File: src/rtl/timer_pkg.sv
// Shared types for the multi-mode timer: counting modes, FSM states and irq_clr bit positions.
package timer_pkg;

    typedef enum logic [1:0] {
        MODE_NORMAL  = 2'b00,
        MODE_CTC     = 2'b01,
        MODE_ONESHOT = 2'b10,
        MODE_RSVD    = 2'b11
    } timer_mode_e;

    typedef enum logic [1:0] {
        ST_IDLE = 2'b00,
        ST_RUN  = 2'b01,
        ST_DONE = 2'b10
    } fsm_state_e;

    localparam int unsigned IRQ_OVF_BIT = 0;
    localparam int unsigned IRQ_CMP_BIT = 1;

endpackage

File: src/rtl/timer_prescaler.sv
// Clock-enable prescaler: asserts tick once every presc_div+1 enabled cycles.
module timer_prescaler #(
    parameter int unsigned PRESC_W = 8
) (
    input  logic               clk,
    input  logic               reset,
    input  logic               en,
    input  logic [PRESC_W-1:0] presc_div,
    input  logic               clr,
    output logic               tick
);

    localparam logic [PRESC_W-1:0] PRESC_ONE = {{(PRESC_W-1){1'b0}}, 1'b1};

    logic [PRESC_W-1:0] presc_q, presc_d;

    // A divisor lowered below the current count lets the count wrap through 2^PRESC_W.
    assign tick = en && (presc_q == presc_div);

    always_comb begin
        presc_d = presc_q;
        if (clr) begin
            presc_d = '0;
        end else if (tick) begin
            presc_d = '0;
        end else if (en) begin
            presc_d = presc_q + PRESC_ONE;
        end
    end

    always_ff @(posedge clk) begin
        if (reset) begin
            presc_q <= '0;
        end else begin
            presc_q <= presc_d;
        end
    end

endmodule

File: src/rtl/timer_multimode.sv
// Multi-mode timer/counter (NORMAL, CTC, ONESHOT) with prescaler, preload and sticky irq flags.
// Define TIMER_PWM_EN to add the registered pwm_out port and its comparator.
module timer_multimode
    import timer_pkg::*;
#(
    parameter int unsigned WIDTH   = 32,
    parameter int unsigned PRESC_W = 8
) (
    input  logic               clk,
    input  logic               reset,
    input  logic               en,
    input  logic [1:0]         mode,
    input  logic [PRESC_W-1:0] presc_div,
    input  logic [WIDTH-1:0]   cmp_val,
    input  logic               load,
    input  logic [WIDTH-1:0]   load_val,
    input  logic [1:0]         irq_clr,
    output logic [WIDTH-1:0]   timer_cnt,
    output logic               irq_ovf,
    output logic               irq_cmp,
    output logic               running
`ifdef TIMER_PWM_EN
    ,
    output logic               pwm_out
`endif
);

    localparam logic [WIDTH-1:0] CNT_ONE = {{(WIDTH-1){1'b0}}, 1'b1};

    fsm_state_e       state_q, state_d;
    timer_mode_e      mode_e;
    logic [WIDTH-1:0] cnt_q, cnt_d;
    logic             ovf_q, ovf_d;
    logic             cmpf_q, cmpf_d;
    logic             en_q;
    logic             going, tick, hit, restart, done_hit, presc_clr;
    logic             ovf_set, cmp_set;

    assign mode_e    = timer_mode_e'(mode);
    // The enable cycle that leaves IDLE already counts, so ticks start with the first en cycle.
    assign going     = en && (state_q != ST_DONE);
    assign hit       = (cnt_q == cmp_val);
    assign restart   = (state_q == ST_DONE) && en && !en_q && !load;
    assign done_hit  = tick && !load && (mode_e == MODE_ONESHOT) && hit;
    assign presc_clr = load || restart;

    timer_prescaler #(
        .PRESC_W(PRESC_W)
    ) u_prescaler (
        .clk      (clk),
        .reset    (reset),
        .en       (going),
        .presc_div(presc_div),
        .clr      (presc_clr),
        .tick     (tick)
    );

    // Load suppresses both the counter step and the flags of a coincident tick.
    always_comb begin
        cnt_d   = cnt_q;
        ovf_set = 1'b0;
        cmp_set = 1'b0;
        if (load) begin
            cnt_d = load_val;
        end else if (restart) begin
            cnt_d = '0;
        end else if (tick) begin
            cmp_set = hit;
            if (hit && (mode_e == MODE_CTC)) begin
                cnt_d = '0;
            end else if (hit && (mode_e == MODE_ONESHOT)) begin
                cnt_d = cnt_q;
            end else begin
                cnt_d   = cnt_q + CNT_ONE;
                ovf_set = (cnt_q == '1);
            end
        end
    end

    assign ovf_d  = ovf_set | (ovf_q & ~irq_clr[IRQ_OVF_BIT]);
    assign cmpf_d = cmp_set | (cmpf_q & ~irq_clr[IRQ_CMP_BIT]);

    always_comb begin
        state_d = state_q;
        unique case (state_q)
            ST_IDLE, ST_RUN: begin
                if (!en) begin
                    state_d = ST_IDLE;
                end else if (done_hit) begin
                    state_d = ST_DONE;
                end else begin
                    state_d = ST_RUN;
                end
            end
            ST_DONE: begin
                if (load || (en && !en_q)) begin
                    state_d = ST_RUN;
                end
            end
            default: state_d = ST_IDLE;
        endcase
    end

    always_ff @(posedge clk) begin
        if (reset) begin
            state_q <= ST_IDLE;
            cnt_q   <= '0;
            ovf_q   <= 1'b0;
            cmpf_q  <= 1'b0;
            en_q    <= 1'b0;
        end else begin
            state_q <= state_d;
            cnt_q   <= cnt_d;
            ovf_q   <= ovf_d;
            cmpf_q  <= cmpf_d;
            en_q    <= en;
        end
    end

    assign timer_cnt = cnt_q;
    assign irq_ovf   = ovf_q;
    assign irq_cmp   = cmpf_q;
    assign running   = (state_q == ST_RUN);

`ifdef TIMER_PWM_EN
    logic pwm_d, pwm_q;

    assign pwm_d = (state_q != ST_IDLE) && (mode_e != MODE_ONESHOT) && (cnt_q < cmp_val);

    always_ff @(posedge clk) begin
        if (reset) begin
            pwm_q <= 1'b0;
        end else begin
            pwm_q <= pwm_d;
        end
    end

    assign pwm_out = pwm_q;
`endif

endmodule

File: config.mk
export PLATFORM = sky130hd
export DESIGN_NAME = timer_multimode
export DESIGN_NICKNAME = d
export VERILOG_FILES = /design/src/rtl/timer_pkg.sv /design/src/rtl/timer_prescaler.sv /design/src/rtl/timer_multimode.sv
export SDC_FILE = /design/constraint.sdc
export NUM_CORES = 1
export LEC_CHECK = 0
export BUFFER_PORTS_ARGS = -buffer_cell sky130_fd_sc_hd__buf_2
export CAP_MARGIN = 20
export CORE_ASPECT_RATIO = 0.8
export CORE_UTILIZATION = 30
export CTS_CLUSTER_DIAMETER = 150
export DETAILED_ROUTE_END_ITERATION = 8
export MAX_ROUTING_LAYER = met4
export PLACE_DENSITY_LB_ADDON = 0.05
export SLEW_MARGIN = 20
export SYNTH_ARGS = -nofsm -noshare
export SYNTH_HDL_FRONTEND = slang
export SYNTH_SLANG_ARGS = --single-unit
export TNS_END_PERCENT = 100
File: constraint.sdc
create_clock -name clk -period 4.39 [get_ports clk]
set_input_delay 0.2195 -clock clk [delete_from_list [all_inputs] [get_ports clk]]
set_output_delay 0.2195 -clock clk [all_outputs]
set_load 0.01 [all_outputs]
* Yosys cells after proc, flatten, opt, wreduce, memory -nomap -nowiden
Index checks and enable logic that the tools add are counted.
** Word-level totals
- Register bits after elaboration :: 45
- Word-level logic and storage cells :: 61
** Cells by class
- $add $sub $neg :: 2
- Equality and inequality tests :: 10
- Multiplexer cells :: 17
- Bitwise operators :: 6
- Reduce and logical (&&, ||, !) cells :: 20
** Operator list (count)
- 32-bit 2-to-1 mux :: 5
- 32-bit by 1-bit adder with 32-bit output (second input constant) :: 1
- 32-bit == test :: 1
- 32-bit == test (second input constant) :: 1
- 1-bit logical AND :: 11
- 8-bit by 1-bit adder with 8-bit output (second input constant) :: 1
- 8-bit == test :: 1
- 1-bit 2-to-1 mux :: 8
- 2-bit 2-to-1 mux :: 3
- 2-bit by 1-bit == test with 1-bit output (second input constant) :: 2
- 2-bit == test (second input constant) :: 2
- 4-bit != test (second input constant) :: 1
- 2-bit case mux with 2 select lines :: 1
- 3-bit nonzero test :: 1
- 3-bit OR reduction :: 1
- 1-bit bitwise AND :: 2
- 1-bit logical NOT :: 2
- 2-bit logical NOT :: 1
- 1-bit logical OR :: 2
- 2-bit by 1-bit != test with 1-bit output (second input constant) :: 1
- 2-bit != test (second input constant) :: 1
- 1-bit inverter :: 2
- 1-bit OR :: 2
- 2-bit AND reduction :: 1
- 2-bit OR reduction :: 1

* Longest topological paths before layout
- Word-level depth :: 9
- Depth in mapped cells :: 8
- Mapped depth without buffers :: 7

* By module
Synthesis repeated with hierarchy kept, for this count alone.
** Unflattened totals
- Cell total of the unflattened synthesis :: 395
- Area, all modules :: 3129.3 µm²
** By module, submodules not included
- timer_multimode :: area an instance 2685.1 µm², instances 1, sequential area each 740.7 µm², cells each 346
- timer_prescaler :: area an instance 444.2 µm², instances 1, sequential area each 160.2 µm², cells each 49

* Least setup slack after synthesis
Ideal clock, no wire load.
- Kind :: register to register
- From :: reg cnt_q[0], in the netlist timer_cnt[0]
- To :: reg cnt_q[28], in the netlist timer_cnt[28]
- Cell stages (with the launch flop) :: 8
- Path buffers :: 0
- Path slack :: 2.307 ns
- Data required time :: 4.256 ns
- Setup time :: 0.134 ns
- Data arrival time :: 1.949 ns
- Clock period less this slack :: 2.083 ns
- Cells stage by stage :: dfxtp_1 -> ha_1 -> nand3_1 -> nor3_1 -> nand4_1 -> or2_2 -> a21boi_1 -> o22ai_1
** Between the ends
- Longest elaborated chain between the ends :: 6
- Elaborated cells between the ends (all ways) :: 11
** Ends and longest elaborated chain
- from (decl) :: RTL line timer_multimode.sv:32 : logic [WIDTH-1:0] cnt_q, cnt_d;
- from (signal assigned) :: RTL line timer_multimode.sv:113 : cnt_q <= cnt_d;
- 32-bit by 1-bit adder with 32-bit output / 32-bit == test (equally long branches) :: RTL line timer_multimode.sv:74, timer_multimode.sv:42
- 32-bit 2-to-1 mux / 1-bit logical AND (equally long branches) :: RTL line timer_multimode.sv:71, timer_multimode.sv:69
- 32-bit 2-to-1 mux :: RTL line timer_multimode.sv:69 : if (hit && (mode_e == MODE_CTC)) begin
- 32-bit 2-to-1 mux :: RTL line timer_multimode.sv:67 : end else if (tick) begin
- 32-bit 2-to-1 mux :: RTL line timer_multimode.sv:65 : end else if (restart) begin
- 32-bit 2-to-1 mux :: RTL line timer_multimode.sv:63 : if (load) begin
Several ways; a longest one is shown, not always the timed one. The select of a mux whose other input is x is not followed.
A chain may end at the register's enable or synchronous reset.

* Worst setup path after layout
- From :: reg cnt_q[5], in the netlist timer_cnt[5]
- To :: reg cnt_q[9], in the netlist timer_cnt[9]
Same word-level chain as after synthesis.

==> results.toml <==
[power]
pwr-share-clk_pct = 37.5
p_switching_mw = 0.293
total_leakage_power_nw = 1.52
p_seq_share_pct = 44.3
p_per_area_mw_per_mm2 = 260
swShare_pct = 28.4
ir_drop_uv = 116
power.internal_mw = 0.740
pwr-share-comb_pct = 18.2

[setup_path]
critical_path_class = "flip-flop to flip-flop"
crit_slowest_cell = "nand3_1"
cp_max_fo = 14
start_kind = "flip-flop"
rr_worst_depth = 7
critPathBufInv = 1
reg2reg_slack_ns = 1.43
crit_path_cell_trace = "xnor2_1 > nand4_1 > nor4_2 > nand3_1 > nand3_1 > buf_4 > o22ai_1"
path_common_cell = "nand3_1"
setup.worst_path.end_class = "flip-flop"
reg2reg_to = "timer_cnt[9]"
cp_data_arrival_time_ns = 3.12
crit_path_max_incr_delay_ns = 0.58
critPathTopFamily = "simple AND/OR/NAND/NOR gates"
r2r-start = "timer_cnt[5]"
required_ns = 4.56

[logic_synthesis]
async_reset_ff_share_pct = 0
ys_seq_area_share_pct = 28.8
synth_cell_types = 51
syn_nets = 480
synth_edf_count = 0
syn_avg_cell_area_sq_um = 7.87
yosys_most_used_dff = "dfxtp_1"
ys_ff_latch = 45
synthesis.area_sq_mm = 0.00313
yosys_warnings = 0
synthCells = 398

[finish]
fin_area_sq_mm = 0.00397
fillCellCount = 1076
nets = 582
multiInputGateArea_sq_mm = 0.00211
drive_gt1_share_pct = 28.8
antenna_cells = 0
ff_latch_area_sq_um = 901
syn2layout_area_growth_pct = 26.8

[grt]
grt_use_total_pct = 22.6
grt_pass1_wl_mm = 17.7
grt_start_max_net_pins = 37
first_global_vias = 3187
grt_antenna_before_repair = 0
grt_overflow = 0

[clock_network]
cts_sinks = 45
path_clk_slew_ns = 0.07
cts_root_buf = "clkbuf_16"
clockBufferDepth = 2
holdBufCountCts = 0
cts_setup_buffers = 0
worstSkewPairLatency_ns = 0.29
cts_made_buffers = 5
cts_max_level = 2
cts-resized-gates = 0
cts_tree = "built"

[floorplanning]
die_w_microns = 116
die_y_microns = 93.4
rows = 32
ioPinCount = 115
core_sq_mm = 0.00989
floorplan.initialDensity_pct = 31.7
die-area_sq_mm = 0.0109

[drt]
wl_per_cell_microns = 18.3
route.vias.total = 3351
wirelength_mm = 11.6
avgViaCountPerCell = 5.27
drtIter0Drc = 273
first_pass_iters = 5
drc_errors = 0
ant_nets = 0

[timing]
max_freq_mhz = 338
rsz0062_at_grt = "no"
tns_ns = 0
layout_setup_ws_ns = 1.43
period_needed_ns = 2.96
tightestPinTransition_ns = 1.04
hold_violations = 0
period_share_pct = 67.3
setup_violations = 0
maxSlewViolCount = 0
clock_skew_ns = 0.00517
maxSlewHeadroom_pct = 30.4

[worst_hold_path]
whs_path_depth = 4
hold_start = "irq_clr[0]"
hold_path_class = "primary input to flip-flop"
hold_end = "irq_ovf"

[placement]
gp_congestion = 0.851
hpwlAfterDp_mm = 8.70
placed_area_sq_mm = 0.00383
pre_cts_slack_ns = 1.44
port_buffers = 114

[job]
maxCapViolCount = 0

[status]
outcome = "finished clean"
## layer usage
| layer | wire length [microns] | vias to the layer above | global-route usage (%) |
|---|---|---|---|
| li1 | - | 1664 | - |
| met1 | 5580 | 1569 | 33.0 |
| met2 | 5070 | 114 | 31.8 |
| met3 | 899 | 4 | 4.47 |
| met4 | 62 | 0 | 4.17 |
| met5 | 0 | - | - |
## logic make-up after synthesis
group | count (synthesis) | synth area share, %
XOR/XNOR | 56 | 15.7
buffers and inverters | 33 | 4.23
AND/OR/NAND/NOR | 158 | 27.0
AO/OA/AOI/OAI | 104 | 23.6
adder cells (fa/ha/maj) | 2 | 0.799
flip-flops | 45 | 28.8
## Yosys cell counts (2+ instances only)
cell type  number  share of area, %
nand2_1        46               5.5
dfxtp_1        45                29
xnor2_1        44                12
nor2_1         34               4.1
a22oi_1        29               6.9
o22ai_1        20               4.0
nand4_1        19               3.8
clkbuf_1       18               2.2
nand3_1        18               2.9
a21oi_1        14               2.2
a21boi_0       13               3.1
xor2_1         12               3.4
a211oi_1       10               2.4
inv_1           8              0.96
a21boi_1        7               1.7
buf_2           7               1.1
nor3_1          6              0.96
and3_1          4              0.80
nor4_1          4              0.80
and4_1          3              0.84
ha_1            2              0.80
nor4_2          2              0.80
or2_0           2              0.40
or2_2           2              0.40
or3_4           2              0.72
or4_1           2              0.48
## tightest hold or removal path: stages
cell	delay, ns
buf_2	0.08
nor2_1	0.05
nand2_1	0.06
nand2_1	0.04
## area by class of cell
type,count,share of cell area (%)
Tap cell,136,4.28
Inverter,8,0.756
Sequential cell,45,22.7
Timing Repair Buffer,120,15.5
Multi-Input combinational cell,320,53.2
Clock buffer,7,3.59
## sequential cells by signal, summed over array words and instances, names as in the netlist
register / count
state_q: 2
u_prescaler.presc_q: 8
irq_ovf: 1
en_q: 1
timer_cnt: 32
irq_cmp: 1
## stage by stage
| step | hold slack, ns | instances | util (%) | power (mW) |
|---|---|---|---|---|
| floorplan | 0.348 | 398 | - | 0.562 |
| global placement | 0.422 | 629 | 38.7 | 0.656 |
| detailed placement | 0.429 | 629 | 38.7 | 0.655 |
| CTS | 0.203 | 636 | 40.2 | 1.04 |
| global route | 0.226 | 636 | 40.2 | 1.08 |
| finish | 0.205 | 636 | 40.2 | 1.03 |
## cells in the final DEF (no fill, tap or decap), types with 3 or more instances in the layout
cell       Yosys  final
nor2_1        34     34
buf_4          0      6
a211oi_1      10     10
buf_2          7    114
clkbuf_16      0      5
nor4_1         4      4
nand3_1       18     18
nand4_1       19     19
a21boi_1       7      7
dfxtp_1       45     45
nor3_1         6      6
o22ai_1       20     20
xor2_1        12     12
and4_1         3      3
a21oi_1       14     14
a22oi_1       29     29
a21boi_0      13     13
xnor2_1       44     44
nand2_1       46     46
inv_1          8      8
and3_1         4      4
## worst max path at each step
stage,startpoint,end,slack (ns),depth (start not counted)
2_1_floorplan,timer_cnt[0],timer_cnt[28],2.31,7
3_3_place_gp,timer_cnt[5],timer_cnt[4],1.49,7
3_5_place_dp,timer_cnt[5],timer_cnt[2],1.44,6
4_1_cts,timer_cnt[5],timer_cnt[2],1.42,6
5_1_grt,timer_cnt[5],timer_cnt[2],1.15,6
6_report,timer_cnt[5],timer_cnt[9],1.43,7
## power groups by stage
stage               clock network, mW  logic [mW]  registers, mW
floorplan                           0      0.0983          0.464
global placement                    0       0.190          0.466
detailed placement                  0       0.189          0.467
CTS                             0.397       0.189          0.457
global route                    0.416       0.205          0.461
finish                          0.387       0.188          0.458
No activity file was read; power rests on OpenSTA's default activity.
